### src/rtl/gf180mcu_osu_sc_clkdiv_pkg.sv
// Shared types and helpers for the programmable clock divider.
// Latency: none (declarations only).
// Backpressure: none (declarations only).
package gf180mcu_osu_sc_clkdiv_pkg;

  // Default width of one channel's divide ratio.
  localparam int DIVW_DEF = 8;

  // Channel run state.
  typedef enum logic {
    ST_IDLE = 1'b0,
    ST_RUN  = 1'b1
  } state_e;

  // Effective period and high-phase length derived from a raw ratio.
  // Both fields are 32 bits wide so every channel width up to 31 fits.
  typedef struct packed {
    logic [31:0] d;   // period in source cycles
    logic [31:0] hi;  // high cycles; odd periods get the extra cycle
  } ratio_t;

  // Ratios 0 and 1 both map to a period of 2. A ratio of 0 never reaches
  // the running logic, because it parks the channel in IDLE, so that
  // mapping only keeps the arithmetic free of underflow.
  function automatic ratio_t eff_ratio(input logic [31:0] raw);
    ratio_t r;
    r.d  = (raw < 32'd2) ? 32'd2 : raw;
    r.hi = r.d - (r.d >> 1);
    return r;
  endfunction

endpackage

### src/rtl/gf180mcu_osu_sc_clkdiv_chan.sv
// One divider channel: IDLE/RUN control, period counter, shadow ratio, output flop.
// Latency: the output changes one cycle after the controlling input is sampled.
// Backpressure: none; ratio and inversion changes wait for the period boundary.
module gf180mcu_osu_sc_clkdiv_chan
  import gf180mcu_osu_sc_clkdiv_pkg::*;
#(
  parameter int DIVW    = DIVW_DEF,
  parameter int DEF_DIV = 2
) (
  input  logic            clk_i,
  input  logic            rst_i,
  input  logic            en_i,
  input  logic            inv_i,
  input  logic            load_i,
  input  logic [DIVW-1:0] div_i,
  output logic            y_o,
  output logic            act_o,
  output logic            pend_o
);

  state_e          state_q, state_d;
  logic [DIVW-1:0] cnt_q, cnt_d;
  logic [DIVW-1:0] d_act_q, d_act_d;
  logic [DIVW-1:0] d_shd_q, d_shd_d;
  logic            pend_q, pend_d;
  logic            inv_q, inv_d;
  logic            y_q, y_d;

  // The raw clock phase is never stored on its own. Only its XOR with the
  // inversion bit is registered, so the output comes from a single flop.
  logic            yraw_d;

  ratio_t          rat;
  logic            wrap;
  logic [DIVW-1:0] cnt_nxt;
  logic            phase_hi;

  // Decode the active ratio and the period position. Comparisons are made
  // at 32 bits, so a ratio of 2^DIVW-1 is handled without wrap-around.
  always_comb begin
    rat      = eff_ratio(32'(d_act_q));
    wrap     = (32'(cnt_q) == (rat.d - 32'd1));
    cnt_nxt  = wrap ? '0 : (cnt_q + DIVW'(1));
    phase_hi = (32'(cnt_nxt) < rat.hi);
  end

  // Next-state logic. Every ratio, inversion and stop decision taken while
  // running waits for the wrap cycle, so a period is never cut short.
  always_comb begin
    state_d = state_q;
    cnt_d   = cnt_q;
    d_act_d = d_act_q;
    d_shd_d = d_shd_q;
    pend_d  = pend_q;
    inv_d   = inv_q;
    yraw_d  = 1'b0;
    case (state_q)
      ST_IDLE: begin
        cnt_d = '0;
        inv_d = inv_i;
        if (load_i) begin
          d_act_d = div_i;
        end
        // The start decision uses the ratio being loaded in this same cycle.
        if (en_i && (d_act_d != '0)) begin
          state_d = ST_RUN;
          yraw_d  = 1'b1;
        end
      end
      ST_RUN: begin
        cnt_d  = cnt_nxt;
        yraw_d = phase_hi;
        if (wrap) begin
          // A LOAD on the wrap cycle goes straight to the active ratio and
          // replaces any older shadow value.
          if (load_i) begin
            d_act_d = div_i;
            pend_d  = 1'b0;
          end else if (pend_q) begin
            d_act_d = d_shd_q;
            pend_d  = 1'b0;
          end
          inv_d = inv_i;
          if (!en_i || (d_act_d == '0)) begin
            state_d = ST_IDLE;
            cnt_d   = '0;
            yraw_d  = 1'b0;
          end
        end else if (load_i) begin
          d_shd_d = div_i;
          pend_d  = 1'b1;
        end
      end
      default: begin
        state_d = ST_IDLE;
        cnt_d   = '0;
      end
    endcase
    y_d = yraw_d ^ inv_d;
  end

  // State registers. Reset is synchronous and discards any pending ratio.
  always_ff @(posedge clk_i) begin
    if (rst_i) begin
      state_q <= ST_IDLE;
      cnt_q   <= '0;
      d_act_q <= DIVW'(DEF_DIV);
      d_shd_q <= DIVW'(DEF_DIV);
      pend_q  <= 1'b0;
      inv_q   <= 1'b0;
      y_q     <= 1'b0;
    end else begin
      state_q <= state_d;
      cnt_q   <= cnt_d;
      d_act_q <= d_act_d;
      d_shd_q <= d_shd_d;
      pend_q  <= pend_d;
      inv_q   <= inv_d;
      y_q     <= y_d;
    end
  end

  assign y_o    = y_q;
  assign act_o  = (state_q != ST_IDLE);
  assign pend_o = pend_q;

endmodule

### src/rtl/gf180mcu_osu_sc_9t_clkdiv_prog.sv
// Multi-channel programmable clock divider with glitch-free registered outputs.
// Latency: each channel's Y follows its controls one cycle after they are sampled.
// Backpressure: none; LOAD is a one-cycle strobe and deferred ratios wait in the shadow register.
module gf180mcu_osu_sc_9t_clkdiv_prog
  import gf180mcu_osu_sc_clkdiv_pkg::*;
#(
  parameter int NCH     = 4,
  parameter int DIVW    = DIVW_DEF,
  parameter int DEF_DIV = 2
) (
  input  logic                CLK,
  input  logic                RST,
  input  logic [NCH-1:0]      EN,
  input  logic [NCH-1:0]      INV,
  input  logic [NCH*DIVW-1:0] DIV,
  input  logic                LOAD,
  output logic [NCH-1:0]      Y,
  output logic [NCH-1:0]      ACT,
  output logic [NCH-1:0]      PEND
);

  // Independent channels. Each one gets its own ratio slice, and all of
  // them share the same LOAD strobe.
  for (genvar c = 0; c < NCH; c++) begin : g_chan
    gf180mcu_osu_sc_clkdiv_chan #(
      .DIVW   (DIVW),
      .DEF_DIV(DEF_DIV)
    ) u_chan (
      .clk_i (CLK),
      .rst_i (RST),
      .en_i  (EN[c]),
      .inv_i (INV[c]),
      .load_i(LOAD),
      .div_i (DIV[c*DIVW +: DIVW]),
      .y_o   (Y[c]),
      .act_o (ACT[c]),
      .pend_o(PEND[c])
    );
  end

endmodule

### config.mk
export PLATFORM = sky130hd
export DESIGN_NAME = gf180mcu_osu_sc_9t_clkdiv_prog
export DESIGN_NICKNAME = d
export VERILOG_FILES = /design/src/rtl/gf180mcu_osu_sc_clkdiv_pkg.sv /design/src/rtl/gf180mcu_osu_sc_clkdiv_chan.sv /design/src/rtl/gf180mcu_osu_sc_9t_clkdiv_prog.sv
export SDC_FILE = /design/constraint.sdc
export NUM_CORES = 1
export LEC_CHECK = 0
export CAP_MARGIN = 20
export CORE_MARGIN = 4
export CORE_UTILIZATION = 45
export CTS_CLUSTER_SIZE = 8
export DETAILED_ROUTE_END_ITERATION = 10
export PLACE_DENSITY = 0.74
export SETUP_SLACK_MARGIN = 0.2
export SLEW_MARGIN = 20
export SYNTH_ARGS = -nofsm -noshare
export SYNTH_HDL_FRONTEND = slang
export SYNTH_SLANG_ARGS = --single-unit
### constraint.sdc
create_clock -name CLK -period 6.3 [get_ports CLK]
set_clock_uncertainty 0.1 [all_clocks]
set_input_delay 0.945 -clock CLK [delete_from_list [all_inputs] [get_ports CLK]]
set_output_delay 0.945 -clock CLK [all_outputs]
set_load 0.01 [all_outputs]
==> results.md <==
- Final net count: 1312
- First-pass GRT wire length: 40.55 mm
- Unrepaired setup endpoints after global routing: no
- HPWL after detailed placement: 18.84 mm
- Final Critical Period: 5.702 ns
- Starting Density: 45.55%
- Initial antenna violation count: 1
- Mapped Nets: 1317
- Total die area: 23610 um2
- Post-Synthesis Cell Area: 9545 um2
- CP max stage delay: 0.49 ns
- Top-level I/O count: 55
- Largest net degree at the start of global routing: 48
- Clk pin slew, worst setup/hold paths: 0.08 ns
- DR iter-0 viols: 657
- Final WL: 24.56 mm
- Metal2 WL: 11.31 mm
- Layout cell share with drive strength beyond 1: 5.317%
- Worst Path Max Fanout: 13
- Post-synthesis mux area share: 7.013%
- Post-CTS setup buffers: 0
- Crit. End Element: flop
- Setup violators final: 0
- Vias: 8598
- Final antenna diode count: 0
- Metal3 WL: 1.399 mm
- Ys flop type: dfxtp_1
- H-tree depth: 3
- Wl on met1: 11.16 mm
- Drt via density: 5.967
- Worst setup SP type: flop
- Main combinational cell family by area after synthesis: compound AO/OA/AOI/OAI gates
- Pre-CTS WS: 0.6989 ns
- Hold Buf Count CTS: 0
- CORE AREA: 20960 um2
- Area fraction in compound gates after synthesis: 21.08%
- Synth Area per Inst: 8.186 um2
- Adder-cell area share of the yosys netlist: 14.47%
- Post-synth EDFFs: 0
- Synthesized flop and latch total: 112
- Sw frac: 35.09%
- Critical path's slowest cell: or4b_1
- Comb pwr share: 36.2%
- Sink Count: 112
- Fraction of the mapped netlist area in simple logic gates: 19.37%
- Final worst slack: 0.5978 ns
- Worst endpoint required time: 6.45 ns
- Asr flop ratio synth: 0%
- Rows: 53
- Grt ovf: 0
- Max transition margin: 51.88%
- Total iterations of the first detailed-routing run: 7
- Max Transition Viols Final: 0
- Worst hold-check path type: reg2reg
- Final Hold Fails: 0
- Pwr/cell area: 215.7 nW/um2
- CP Cell Sequence: inv_1 > ha_1 > or4b_1 > nor2_1 > nor2_1 > ha_1 > nand3_1 > a21oi_1 > ha_1 > xor2_1 > nand2_1 > a2111o_1 > nor3b_2 > buf_4 > and2_1 > buf_4 > nor2_1 > ha_1 > a2111oi_0 > a21oi_1 > a211oi_1 > mux2_2
- DRC viols: 0
- Cell leakage power: 4.240 nW
- Internal power: 1.459 mW
- Most used cell, CP: ha_1
- Routability cong.: 0.9480
- CTS tree: built
- Total GRT Usage: 20.33%
- Antenna-violating nets left: 0
- Root Driver: clkbuf_16
- Total net switching power: 0.7885 mW
- Sequential area share after synthesis: 23.49%
- Critical path class: reg2reg
- Clock share of power: 27.4%
- Routed wire per std cell: 17.05 um
- Post-CTS sizing: 0
- Total power draw: 2.247 mW
- Max frequency: 175.4 MHz
- Share of power burned in registers: 36.4%
- Vias in the first global route: 8208
- Distinct cells, synth: 80
- Area Overhead vs Synth: 9.149%
- # Max-Cap Violations: 0
- Worst-margin pin slew: 0.7036 ns
- Worst skew pair latency: 0.36 ns
- Die Height: 153.6 um
- TritonCTS Buffers: 9
- Maximum vdd drop: 0.0001254 V
- Critical Path AT: 5.85 ns
- Post-route clock period utilization: 90.51%
- Synth warn: 0
- Setup TNS: 0 ns
- Die W: 153.6 um
- Count of input and output buffers: 54
- Uppermost layer routed: met5
- Synth Area in XOR/XNOR: 7.498%
- CTS Buffer Depth: 2
- Status: finished, final reports clean
- Mapped Cells: 1166
## cell families after synthesis
| family | Yosys count |
|---|---|
| simple gates | 363 |
| compound gates | 285 |
| buf+inv | 155 |
| flops | 112 |
| fa+ha+maj | 108 |
| xor+xnor | 77 |
| mux | 66 |
## cell usage in the layout, fill, tap and decap left out, types with 22 or more instances in the layout
cell type / instances
clkdlybuf4s50_1: 52
ha_1: 104
a21oi_1: 46
nor2b_1: 22
inv_1: 74
xor2_1: 40
a31oi_1: 28
mux2i_1: 59
nor2_1: 77
nor3_1: 37
nand3_1: 41
nand2_1: 86
o21ai_0: 59
xnor2_1: 34
dfxtp_1: 112
## layer usage
metal / track usage, % / vias up
li1: - / 4197
met1: 27.34 / 4075
met2: 32.90 / 265
met3: 3.462 / 59
met4: 7.359 / 2
met5: 0 / -
## worst max-delay path: cells and delay by family, from the launching register on
family	cells	cell delay [ns]
compound gates	5	1.25
xor+xnor	1	0.15
fa+ha+maj	4	1.11
buf+inv	3	0.58
flops	1	0.36
mux	1	0.36
simple gates	8	1.67
## flip-flops by register name, summed over array words and instances, names as in the netlist
name	count
g_chan.u_chan.act_o	4
g_chan.u_chan.cnt_q	32
g_chan.u_chan.d_act_q	32
g_chan.u_chan.d_shd_q	32
g_chan.u_chan.inv_q	4
g_chan.u_chan.pend_o	4
g_chan.u_chan.y_o	4
## metrics by stage
stage / area [um2] / utilization (%) / cells / hold WS [ns]
floorplan: 9545 / - / 1166 / 0.3355
global placement: 10100 / 48.20 / 1425 / 0.3505
detailed placement: 10100 / 48.20 / 1425 / 0.3640
CTS: 10420 / 49.72 / 1441 / 0.3852
global route: 10420 / 49.72 / 1441 / 0.4251
finish: 10420 / 49.72 / 1441 / 0.3866
## path summary, 6_finish.rpt
| check | start | to | slack [ns] | cells after the start |
|---|---|---|---|---|
| setup / recovery | g_chan[0].u_chan.d_act_q[7] | g_chan[0].u_chan.y_o | 0.60 | 22 |
| hold / removal | g_chan[2].u_chan.d_shd_q[1] | g_chan[2].u_chan.d_shd_q[1] | 0.39 | 2 |
| setup reg to reg | g_chan[0].u_chan.d_act_q[7] | g_chan[0].u_chan.y_o | 0.60 | 22 |
| hold reg to reg | g_chan[2].u_chan.d_shd_q[1] | g_chan[2].u_chan.d_shd_q[1] | 0.39 | 2 |
## layout make-up
cell class	count	area (um2)
multi-input cells	899	6628
clock inverters	3	47.55
fillers	1998	10540
flip-flops and latches	112	2242
well taps	275	344.1
inverters	75	281.5
repair buffers	64	605.6
clock buffers	13	270.3
## power groups by stage
stage	combinational, mW	sequential [mW]	clock (mW)
floorplan	0.638	0.794	0
global placement	0.787	0.833	0
detailed placement	0.806	0.833	0
CTS	0.811	0.817	0.626
global route	0.909	0.825	0.653
finish	0.813	0.818	0.616
## synthesized netlist by cell type, types with 19 or more instances
library cell	n	area share (%)
a21oi_1	46	2.4
a31oi_1	28	1.8
buf_2	24	1.3
clkbuf_1	36	1.4
dfxtp_1	112	23
ha_1	104	14
inv_1	74	2.9
mux2i_1	59	6.2
nand2_1	86	3.4
nand3_1	41	2.1
nor2_1	77	3.0
nor2b_1	22	1.4
nor3_1	37	1.9
o21ai_0	59	3.1
o221ai_1	19	1.7
xnor2_1	34	3.1
xor2_1	40	3.7
(Power assumes the default switching activity.)
